--- src/rtl/v6_mig_app_master_if.sv ---
// v6_mig_app_master_if
//   Bundles the client request/response channel and the MIG user-side
//   application channel of v6_mig_app_master.
//   master modport : the app master itself (drives app_* commands/write data,
//                    req_ready, rsp_*, rd_outstanding).
//   slave modport  : the environment (client + MIG controller).
//   Signals:
//     phy_init_done              MIG calibration complete
//     req_valid/req_ready        client request handshake
//     req_write/req_addr         request type and burst address
//     req_wdata/req_wmask        write burst (beat0 = low half), mask 1 = keep byte
//     rsp_valid/rsp_data         read-burst-complete strobe and data
//     rd_outstanding             outstanding read command count
//     app_addr/app_cmd/app_en/app_rdy                        MIG command channel
//     app_wdf_data/mask/wren/end, app_wdf_rdy                MIG write data channel
//     app_rd_data/app_rd_data_valid/app_rd_data_end          MIG read return channel
interface v6_mig_app_master_if #(
  parameter int ADDR_WIDTH    = 27,
  parameter int PAYLOAD_WIDTH = 64
) ();
  localparam int BW = 4 * PAYLOAD_WIDTH;

  logic                  phy_init_done;
  logic                  req_valid;
  logic                  req_ready;
  logic                  req_write;
  logic [ADDR_WIDTH-1:0] req_addr;
  logic [2*BW-1:0]       req_wdata;
  logic [2*BW/8-1:0]     req_wmask;
  logic                  rsp_valid;
  logic [2*BW-1:0]       rsp_data;
  logic [3:0]            rd_outstanding;
  logic [ADDR_WIDTH-1:0] app_addr;
  logic [2:0]            app_cmd;
  logic                  app_en;
  logic                  app_rdy;
  logic [BW-1:0]         app_wdf_data;
  logic [BW/8-1:0]       app_wdf_mask;
  logic                  app_wdf_wren;
  logic                  app_wdf_end;
  logic                  app_wdf_rdy;
  logic [BW-1:0]         app_rd_data;
  logic                  app_rd_data_valid;
  logic                  app_rd_data_end;

  modport master (
    input  phy_init_done, req_valid, req_write, req_addr, req_wdata, req_wmask,
           app_rdy, app_wdf_rdy, app_rd_data, app_rd_data_valid, app_rd_data_end,
    output req_ready, rsp_valid, rsp_data, rd_outstanding,
           app_addr, app_cmd, app_en, app_wdf_data, app_wdf_mask, app_wdf_wren, app_wdf_end
  );

  modport slave (
    output phy_init_done, req_valid, req_write, req_addr, req_wdata, req_wmask,
           app_rdy, app_wdf_rdy, app_rd_data, app_rd_data_valid, app_rd_data_end,
    input  req_ready, rsp_valid, rsp_data, rd_outstanding,
           app_addr, app_cmd, app_en, app_wdf_data, app_wdf_mask, app_wdf_wren, app_wdf_end
  );
endinterface

--- src/rtl/v6_mig_app_master.sv ---
// v6_mig_app_master
//   Turns single-word client requests (one BL8 burst = two app beats) into
//   Virtex-6 MIG user-interface commands. Writes push a command plus two
//   write-data beats; reads push a command and are tracked by an outstanding
//   counter. Read returns are reassembled into a full burst and reported with
//   a one-cycle rsp_valid strobe.
//   Ports:
//     tb_clk    user clock (MIG ui clock)
//     tb_rst_n  asynchronous active-low reset
//     bus       v6_mig_app_master_if.master (request/response + MIG app channel)
module v6_mig_app_master #(
  parameter int ADDR_WIDTH    = 27,
  parameter int PAYLOAD_WIDTH = 64,
  parameter int MAX_RD        = 8
) (
  input  logic               tb_clk,
  input  logic               tb_rst_n,
  v6_mig_app_master_if.master bus
);
  localparam int         BW       = 4 * PAYLOAD_WIDTH;
  localparam int         MW       = BW / 8;
  localparam logic [3:0] MAX_RD_L = 4'(MAX_RD);
  localparam logic [2:0] CMD_WR   = 3'b000;
  localparam logic [2:0] CMD_RD   = 3'b001;

  typedef enum logic [1:0] {INIT, IDLE, WRITE, READ} state_e;

  state_e                state_q, state_d;
  logic                  ready_q, ready_d;
  logic                  app_en_q, app_en_d;
  logic [2:0]            app_cmd_q, app_cmd_d;
  logic [ADDR_WIDTH-1:0] app_addr_q, app_addr_d;
  logic                  wren_q, wren_d;
  logic                  wend_q, wend_d;
  logic [BW-1:0]         wdf_data_q, wdf_data_d;
  logic [MW-1:0]         wdf_mask_q, wdf_mask_d;
  logic [BW-1:0]         whi_data_q, whi_data_d;
  logic [MW-1:0]         whi_mask_q, whi_mask_d;
  logic [BW-1:0]         rd_lo_q, rd_lo_d;
  logic                  rsp_valid_q, rsp_valid_d;
  logic [2*BW-1:0]       rsp_data_q, rsp_data_d;
  logic [3:0]            rd_out_q, rd_out_d;

  logic req_ready_w, accept, cmd_hs, wdf_hs, rd_inc, rd_dec;

  // ready is a registered qualifier; phy_init_done only gates it so a
  // calibration drop never aborts work that is already in flight.
  assign req_ready_w = ready_q & bus.phy_init_done;
  assign accept      = bus.req_valid & req_ready_w;
  assign cmd_hs      = app_en_q & bus.app_rdy;
  assign wdf_hs      = wren_q & bus.app_wdf_rdy;
  assign rd_inc      = (state_q == READ) & cmd_hs;
  // An end beat with nothing outstanding is stray and is dropped.
  assign rd_dec      = bus.app_rd_data_valid & bus.app_rd_data_end & (rd_out_q != 4'd0);

  always_comb begin
    state_d     = state_q;
    app_en_d    = app_en_q;
    app_cmd_d   = app_cmd_q;
    app_addr_d  = app_addr_q;
    wren_d      = wren_q;
    wend_d      = wend_q;
    wdf_data_d  = wdf_data_q;
    wdf_mask_d  = wdf_mask_q;
    whi_data_d  = whi_data_q;
    whi_mask_d  = whi_mask_q;
    rd_lo_d     = rd_lo_q;
    rsp_valid_d = 1'b0;
    rsp_data_d  = rsp_data_q;
    rd_out_d    = rd_out_q + {3'b000, rd_inc} - {3'b000, rd_dec};

    unique case (state_q)
      INIT: begin
        if (bus.phy_init_done) state_d = IDLE;
      end
      IDLE: begin
        if (accept) begin
          app_en_d   = 1'b1;
          app_addr_d = {bus.req_addr[ADDR_WIDTH-1:3], 3'b000};
          if (bus.req_write) begin
            state_d    = WRITE;
            app_cmd_d  = CMD_WR;
            wren_d     = 1'b1;
            wend_d     = 1'b0;
            wdf_data_d = bus.req_wdata[BW-1:0];
            wdf_mask_d = bus.req_wmask[MW-1:0];
            whi_data_d = bus.req_wdata[2*BW-1:BW];
            whi_mask_d = bus.req_wmask[2*MW-1:MW];
          end else begin
            state_d   = READ;
            app_cmd_d = CMD_RD;
          end
        end
      end
      WRITE: begin
        if (cmd_hs) app_en_d = 1'b0;
        if (wdf_hs) begin
          if (!wend_q) begin
            wdf_data_d = whi_data_q;
            wdf_mask_d = whi_mask_q;
            wend_d     = 1'b1;
          end else begin
            wren_d = 1'b0;
            wend_d = 1'b0;
          end
        end
        // Command and data channels finish independently; leave once both
        // are done (either already, or being accepted on this edge).
        if ((!app_en_q || bus.app_rdy) && (!wren_q || (wend_q && bus.app_wdf_rdy)))
          state_d = IDLE;
      end
      READ: begin
        if (cmd_hs) begin
          app_en_d = 1'b0;
          state_d  = IDLE;
        end
      end
      default: state_d = INIT;
    endcase

    // Read return is independent of the command FSM state.
    if (bus.app_rd_data_valid) begin
      if (!bus.app_rd_data_end) begin
        rd_lo_d = bus.app_rd_data;
      end else if (rd_out_q != 4'd0) begin
        rsp_valid_d = 1'b1;
        rsp_data_d  = {bus.app_rd_data, rd_lo_q};
      end
    end

    // Ready only after a full IDLE cycle, which also keeps the first ready
    // two cycles after reset release.
    ready_d = (state_q == IDLE) && (state_d == IDLE) && bus.phy_init_done &&
              (rd_out_d < MAX_RD_L);
  end

  always_ff @(posedge tb_clk or negedge tb_rst_n) begin
    if (!tb_rst_n) begin
      state_q     <= INIT;
      ready_q     <= 1'b0;
      app_en_q    <= 1'b0;
      app_cmd_q   <= 3'b000;
      app_addr_q  <= '0;
      wren_q      <= 1'b0;
      wend_q      <= 1'b0;
      wdf_data_q  <= '0;
      wdf_mask_q  <= '0;
      whi_data_q  <= '0;
      whi_mask_q  <= '0;
      rd_lo_q     <= '0;
      rsp_valid_q <= 1'b0;
      rsp_data_q  <= '0;
      rd_out_q    <= 4'd0;
    end else begin
      state_q     <= state_d;
      ready_q     <= ready_d;
      app_en_q    <= app_en_d;
      app_cmd_q   <= app_cmd_d;
      app_addr_q  <= app_addr_d;
      wren_q      <= wren_d;
      wend_q      <= wend_d;
      wdf_data_q  <= wdf_data_d;
      wdf_mask_q  <= wdf_mask_d;
      whi_data_q  <= whi_data_d;
      whi_mask_q  <= whi_mask_d;
      rd_lo_q     <= rd_lo_d;
      rsp_valid_q <= rsp_valid_d;
      rsp_data_q  <= rsp_data_d;
      rd_out_q    <= rd_out_d;
    end
  end

  assign bus.req_ready      = req_ready_w;
  assign bus.rsp_valid      = rsp_valid_q;
  assign bus.rsp_data       = rsp_data_q;
  assign bus.rd_outstanding = rd_out_q;
  assign bus.app_addr       = app_addr_q;
  assign bus.app_cmd        = app_cmd_q;
  assign bus.app_en         = app_en_q;
  assign bus.app_wdf_data   = wdf_data_q;
  assign bus.app_wdf_mask   = wdf_mask_q;
  assign bus.app_wdf_wren   = wren_q;
  assign bus.app_wdf_end    = wend_q;
endmodule
--- src/flat_wrapper.sv ---
// flat-port wrapper written by rule: the top's interface ports become plain ports
module v6_mig_app_master_flat 
#(
  parameter int ADDR_WIDTH    = 27,
  parameter int PAYLOAD_WIDTH = 64,
  parameter int MAX_RD        = 8
)
  (tb_clk, tb_rst_n, bus_phy_init_done, bus_req_valid, bus_req_write, bus_req_addr, bus_req_wdata, bus_req_wmask, bus_app_rdy, bus_app_wdf_rdy, bus_app_rd_data, bus_app_rd_data_valid, bus_app_rd_data_end, bus_req_ready, bus_rsp_valid, bus_rsp_data, bus_rd_outstanding, bus_app_addr, bus_app_cmd, bus_app_en, bus_app_wdf_data, bus_app_wdf_mask, bus_app_wdf_wren, bus_app_wdf_end);
  v6_mig_app_master_if #(.ADDR_WIDTH(ADDR_WIDTH), .PAYLOAD_WIDTH(PAYLOAD_WIDTH)) bus_i ();
  input  logic tb_clk;
  input  logic tb_rst_n;
  input wire logic [$bits(bus_i.phy_init_done)-1:0] bus_phy_init_done;
  input wire logic [$bits(bus_i.req_valid)-1:0] bus_req_valid;
  input wire logic [$bits(bus_i.req_write)-1:0] bus_req_write;
  input wire logic [$bits(bus_i.req_addr)-1:0] bus_req_addr;
  input wire logic [$bits(bus_i.req_wdata)-1:0] bus_req_wdata;
  input wire logic [$bits(bus_i.req_wmask)-1:0] bus_req_wmask;
  input wire logic [$bits(bus_i.app_rdy)-1:0] bus_app_rdy;
  input wire logic [$bits(bus_i.app_wdf_rdy)-1:0] bus_app_wdf_rdy;
  input wire logic [$bits(bus_i.app_rd_data)-1:0] bus_app_rd_data;
  input wire logic [$bits(bus_i.app_rd_data_valid)-1:0] bus_app_rd_data_valid;
  input wire logic [$bits(bus_i.app_rd_data_end)-1:0] bus_app_rd_data_end;
  output wire logic [$bits(bus_i.req_ready)-1:0] bus_req_ready;
  output wire logic [$bits(bus_i.rsp_valid)-1:0] bus_rsp_valid;
  output wire logic [$bits(bus_i.rsp_data)-1:0] bus_rsp_data;
  output wire logic [$bits(bus_i.rd_outstanding)-1:0] bus_rd_outstanding;
  output wire logic [$bits(bus_i.app_addr)-1:0] bus_app_addr;
  output wire logic [$bits(bus_i.app_cmd)-1:0] bus_app_cmd;
  output wire logic [$bits(bus_i.app_en)-1:0] bus_app_en;
  output wire logic [$bits(bus_i.app_wdf_data)-1:0] bus_app_wdf_data;
  output wire logic [$bits(bus_i.app_wdf_mask)-1:0] bus_app_wdf_mask;
  output wire logic [$bits(bus_i.app_wdf_wren)-1:0] bus_app_wdf_wren;
  output wire logic [$bits(bus_i.app_wdf_end)-1:0] bus_app_wdf_end;
  assign bus_i.phy_init_done = bus_phy_init_done;
  assign bus_i.req_valid = bus_req_valid;
  assign bus_i.req_write = bus_req_write;
  assign bus_i.req_addr = bus_req_addr;
  assign bus_i.req_wdata = bus_req_wdata;
  assign bus_i.req_wmask = bus_req_wmask;
  assign bus_i.app_rdy = bus_app_rdy;
  assign bus_i.app_wdf_rdy = bus_app_wdf_rdy;
  assign bus_i.app_rd_data = bus_app_rd_data;
  assign bus_i.app_rd_data_valid = bus_app_rd_data_valid;
  assign bus_i.app_rd_data_end = bus_app_rd_data_end;
  assign bus_req_ready = bus_i.req_ready;
  assign bus_rsp_valid = bus_i.rsp_valid;
  assign bus_rsp_data = bus_i.rsp_data;
  assign bus_rd_outstanding = bus_i.rd_outstanding;
  assign bus_app_addr = bus_i.app_addr;
  assign bus_app_cmd = bus_i.app_cmd;
  assign bus_app_en = bus_i.app_en;
  assign bus_app_wdf_data = bus_i.app_wdf_data;
  assign bus_app_wdf_mask = bus_i.app_wdf_mask;
  assign bus_app_wdf_wren = bus_i.app_wdf_wren;
  assign bus_app_wdf_end = bus_i.app_wdf_end;
  v6_mig_app_master #(.ADDR_WIDTH(ADDR_WIDTH), .PAYLOAD_WIDTH(PAYLOAD_WIDTH), .MAX_RD(MAX_RD)) u_core (.tb_clk(tb_clk), .tb_rst_n(tb_rst_n), .bus(bus_i));
endmodule
--- config.mk ---
export PLATFORM = sky130hd
export DESIGN_NAME = v6_mig_app_master_flat
export DESIGN_NICKNAME = d
export VERILOG_FILES = /design/src/rtl/v6_mig_app_master_if.sv /design/src/rtl/v6_mig_app_master.sv /design/src/flat_wrapper.sv
export SDC_FILE = /design/constraint.sdc
export NUM_CORES = 2
export LEC_CHECK = 0
export ABC_CLOCK_PERIOD_IN_PS = 3000
export BUFFER_PORTS_ARGS = -buffer_cell sky130_fd_sc_hd__buf_2
export CELL_PAD_IN_SITES_DETAIL_PLACEMENT = 0
export CELL_PAD_IN_SITES_GLOBAL_PLACEMENT = 1
export CORE_AREA = 2 2 656 658
export CTS_CLUSTER_DIAMETER = 60
export DETAILED_ROUTE_END_ITERATION = 16
export DIE_AREA = 0 0 658 660
export PLACE_DENSITY_LB_ADDON = 0.25
export SLEW_MARGIN = 20
export SYNTH_ARGS = -nofsm -noshare
export SYNTH_HDL_FRONTEND = slang
export SYNTH_SLANG_ARGS = --single-unit
--- constraint.sdc ---
create_clock -name tb_clk -period 3 [get_ports tb_clk]
set_clock_uncertainty 0.1 [all_clocks]
set_input_delay 0.15 -clock tb_clk [delete_from_list [all_inputs] [get_ports tb_clk]]
set_output_delay 0.15 -clock tb_clk [all_outputs]
set_load 0.01 [all_outputs]
==> out/qor.csv <==
stage,metric,value,unit
sta,period_minus_slack,2840,ps
sta,setup_viol,0,
pwr,power_density,835,nW/um2
worst_setup_path,required,3650,ps
global_route,grtUsageTotal,13.4,%
global_route,grt_overflow,0,
floorplan,ios,1707,
sta,tns,0,ps
drt,routed-wl-met2,146,mm
worst_setup_path,critPathMostFrequentCell,mux2_2,
finish,drive_above_1_share,57.0,%
worst_setup_path,cp-endpoint,u_core.bus.app_wdf_mask[1],
pwr,vdd.ir_drop.worst,579,uV
worst_setup_path,critPathLaunch,u_core.state_q[1],
drt,wl_met3,26.6,mm
logic_synthesis,yosysWarnings,0,
logic_synthesis,ys_seq_elements,1380,
placement,place.gp.congestion,0.826,
worst_setup_path,worstReg2RegStart,u_core.state_q[1],
worst_setup_path,critPathMaxStageDelay,560,ps
cts,root_buffer,clkbuf_16,
floorplan,die_area,434000,um2
global_route,antenna_found_initial,117,
cts,cts_htree_levels,4,
drt,drt_iter0_drc,1548,
finish,fill_cells,45900,
drt,top_layer_used,met5,
pwr,p_seq_share,37.5,%
floorplan,die_height,660,um
logic_synthesis,synthTopCellsByArea,"dfrtp_1 63%, mux2_2 34%, buf_2 0.97%",
logic_synthesis,synthFlopType,dfrtp_1,
cts,cts_buffers,213,
cts,ctsResizeCount,0,
logic_synthesis,yosysMostFrequentCell,mux2_2,
logic_synthesis,synth_area,54800,um2
drt,drt_first_pass_iters,5,
logic_synthesis,synth_cells,3283,
drt,post-route-drc-count,0,
sta,whs,50.1,ps
worst_setup_path,cp_max_fo,13,
pwr,leakage,41.2,nW
cts,clkLatencyLatePin,910,ps
min_path,hp-class,input port to flop,
sta,grt_setup_unrepaired,false,
floorplan,num_rows,240,
worst_setup_path,critical_path.slowest_cell,dlygate4sd3_1,
logic_synthesis,postSynth.asyncResetShare,100,%
worst_setup_path,path_cells,nor2b_4 > buf_12 > buf_4 > mux2_2 > mux2_2 > dlygate4sd3_1,
placement,port_buffers,1698,
cts,holdBufCountCts,1430,
drt,vias,41900,
job,max_cap_violations,0,
cts,cts_buffer_depth,4,
drt,antenna_left,0,
worst_setup_path,worst_ep_arrival_time,3490,ps
worst_setup_path,crit_type,flop to flop,
global_route,grt_pass1_vias,46000,
worst_setup_path,r2r-end,u_core.bus.app_wdf_mask[1],
sta,slew_viol_final,0,
finish,area_delta_synth_final,69.0,%
logic_synthesis,yosysTopAreaCell,dfrtp_1,
drt,wl,301,mm
global_route,grt_max_degree,99,
drt,routedWlPerCell,24.2,um
drt,drt-met1-wl,119,mm
cts,tritoncts,yes,
logic_synthesis,synth_edf_count,0,
pwr,switchingPower,0.0253,W
floorplan,fp.dieW,658,um
logic_synthesis,synth_top_area_share,63.0,%
sta,final-hold-violation-count,0,
pwr,p_int,0.0520,W
global_route,grt_pass1_wl,403,mm
sta,slew_headroom,38.8,%
floorplan,start_util,12.8,%
worst_setup_path,critPathCaptureType,flop,
pwr,total_power,0.0773,W
logic_synthesis,synth_common_cells,"1656 x mux2_2, 1380 x dfrtp_1, 106 x buf_2",
sta,worst_pin_slew,918,ps
worst_setup_path,ff2ff_path_depth,6,
cts,clkSinkCount,1380,
logic_synthesis,ys_seq_area_share,63.0,%
sta,clock.fmax,0.352,GHz
logic_synthesis,yosys.cell_types.count,38,
placement,post-dp-hpwl,241,mm
outcome,outcome,completed,
logic_synthesis,syn_area_per_cell,16.7,um2
drt,routed_via_density,3.36,
worst_setup_path,cp-start-kind,flop,
pwr,clkPwrFrac,33.9,%
cts,clk_pin_slew_worst_paths,60,ps
finish,nets,7441,
worst_setup_path,reg2reg_slack,160,ps
sta,post-route-period-util,94.7,%
floorplan,core,427000,um2
cts,post_cts_buffers,0,
pwr,pwr-share-comb,28.6,%
pwr,swShare,32.7,%
## critical path: cells and delay by family, from the launching register on
kind	cells	cell delay [ps]
buf+inv	3	1060
mux	2	650
simple gates	1	290
flops	1	550
## layer usage
metal,global-route usage (%),vias to the layer above
met4,3.88,12
li1,-,18400
met2,23.0,1425
met5,0,-
met1,15.5,21500
met3,5.10,447
## cell families after synthesis
logic type / Yosys count / share of synthesized area, %
AOI/OAI and AO/OA: 14 / 0.212
xor gates and xnor gates: 3 / 0.0480
adders and majority gates: 6 / 0.151
buffers and inverters: 200 / 2.25
DFF: 1380 / 63.0
muxes: 1657 / 34.0
other: 1 / 0.00684
and+or+nand+nor: 22 / 0.265
## worst min-delay path by stage
| stage | end | from | depth (start not counted) |
|---|---|---|---|
| 6_report | u_core.bus.rsp_data[423] | bus_app_rd_data[167] | 3 |
| 5_1_grt | u_core.rd_lo_q[151] | bus_app_rd_data[151] | 3 |
| 4_1_cts | u_core.bus.app_wdf_data[177] | bus_req_wdata[177] | 4 |
| 3_5_place_dp | u_core.whi_data_q[138] | tb_rst_n | 1 |
| 3_3_place_gp | u_core.whi_data_q[128] | tb_rst_n | 1 |
| 2_1_floorplan | u_core.bus.app_addr[10] | tb_rst_n | 0 |
## power by group through the flow
stage / sequential (W) / clock, W / combinational, W
after global routing: 0.0299 / 0.0278 / 0.0238
after detailed placement: 0.0293 / 0 / 0.0207
after global placement: 0.0291 / 0 / 0.0206
after floorplan: 0.0303 / 0 / 0.00721
after CTS: 0.0290 / 0.0271 / 0.0228
final: 0.0290 / 0.0262 / 0.0221
## state kept, by name (all words and copies together), names as in the netlist
register                   flops
u_core.bus.rsp_data          512
u_core.bus.rd_outstanding      4
u_core.state_q                 2
u_core.whi_mask_q             32
u_core.bus.app_wdf_wren        1
u_core.bus.app_addr           24
u_core.bus.app_cmd             1
u_core.whi_data_q            256
u_core.bus.app_wdf_end         1
u_core.ready_q                 1
u_core.bus.rsp_valid           1
u_core.bus.app_wdf_mask       32
u_core.bus.app_wdf_data      256
u_core.bus.app_en              1
u_core.rd_lo_q               256
## layout by cell type, fill, tap and decap left out, types with 2 or more instances in the layout
cell	count
a21o_1	3
a21oi_1	3
buf_12	44
buf_2	1697
buf_4	82
bufinv_16	28
clkbuf_1	34
clkbuf_16	216
clkbuf_8	25
clkinv_16	2
clkinv_2	31
clkinv_4	12
clkinvlp_4	10
conb_1	5
dfrtp_1	1380
diode_2	38
dlygate4sd3_1	1429
ha_1	5
inv_1	11
inv_16	2
inv_6	20
inv_8	4
mux2_2	1656
nand2_1	4
nand2b_1	2
nor2_1	2
nor2b_1	3
o21ai_0	2
xor2_1	2
## final cells by class
cell class	instances	area [um2]	share of cell area (%)
antenna	38	95.1	0.103
clock buffer	275	5880	6.35
clock inverter	109	1500	1.62
inverter	12	52.6	0.0568
multi-input combinational	1707	19100	20.6
sequential	1380	34500	37.3
tap	5687	7120	7.69
timing repair buffer	3253	24300	26.3
## metrics by stage
stage / worst slack (ps) / instance area (um2) / utilization, % / cells
floorplan: 335 / 54800 / - / 3287
global placement: 397 / 70800 / 16.6 / 10600
detailed placement: 411 / 70800 / 16.6 / 10600
CTS: 145 / 92500 / 21.7 / 12400
global route: 60.8 / 92500 / 21.7 / 12400
finish: 160 / 92600 / 21.7 / 12500
Note: power is estimated with default switching activity, not from simulation.
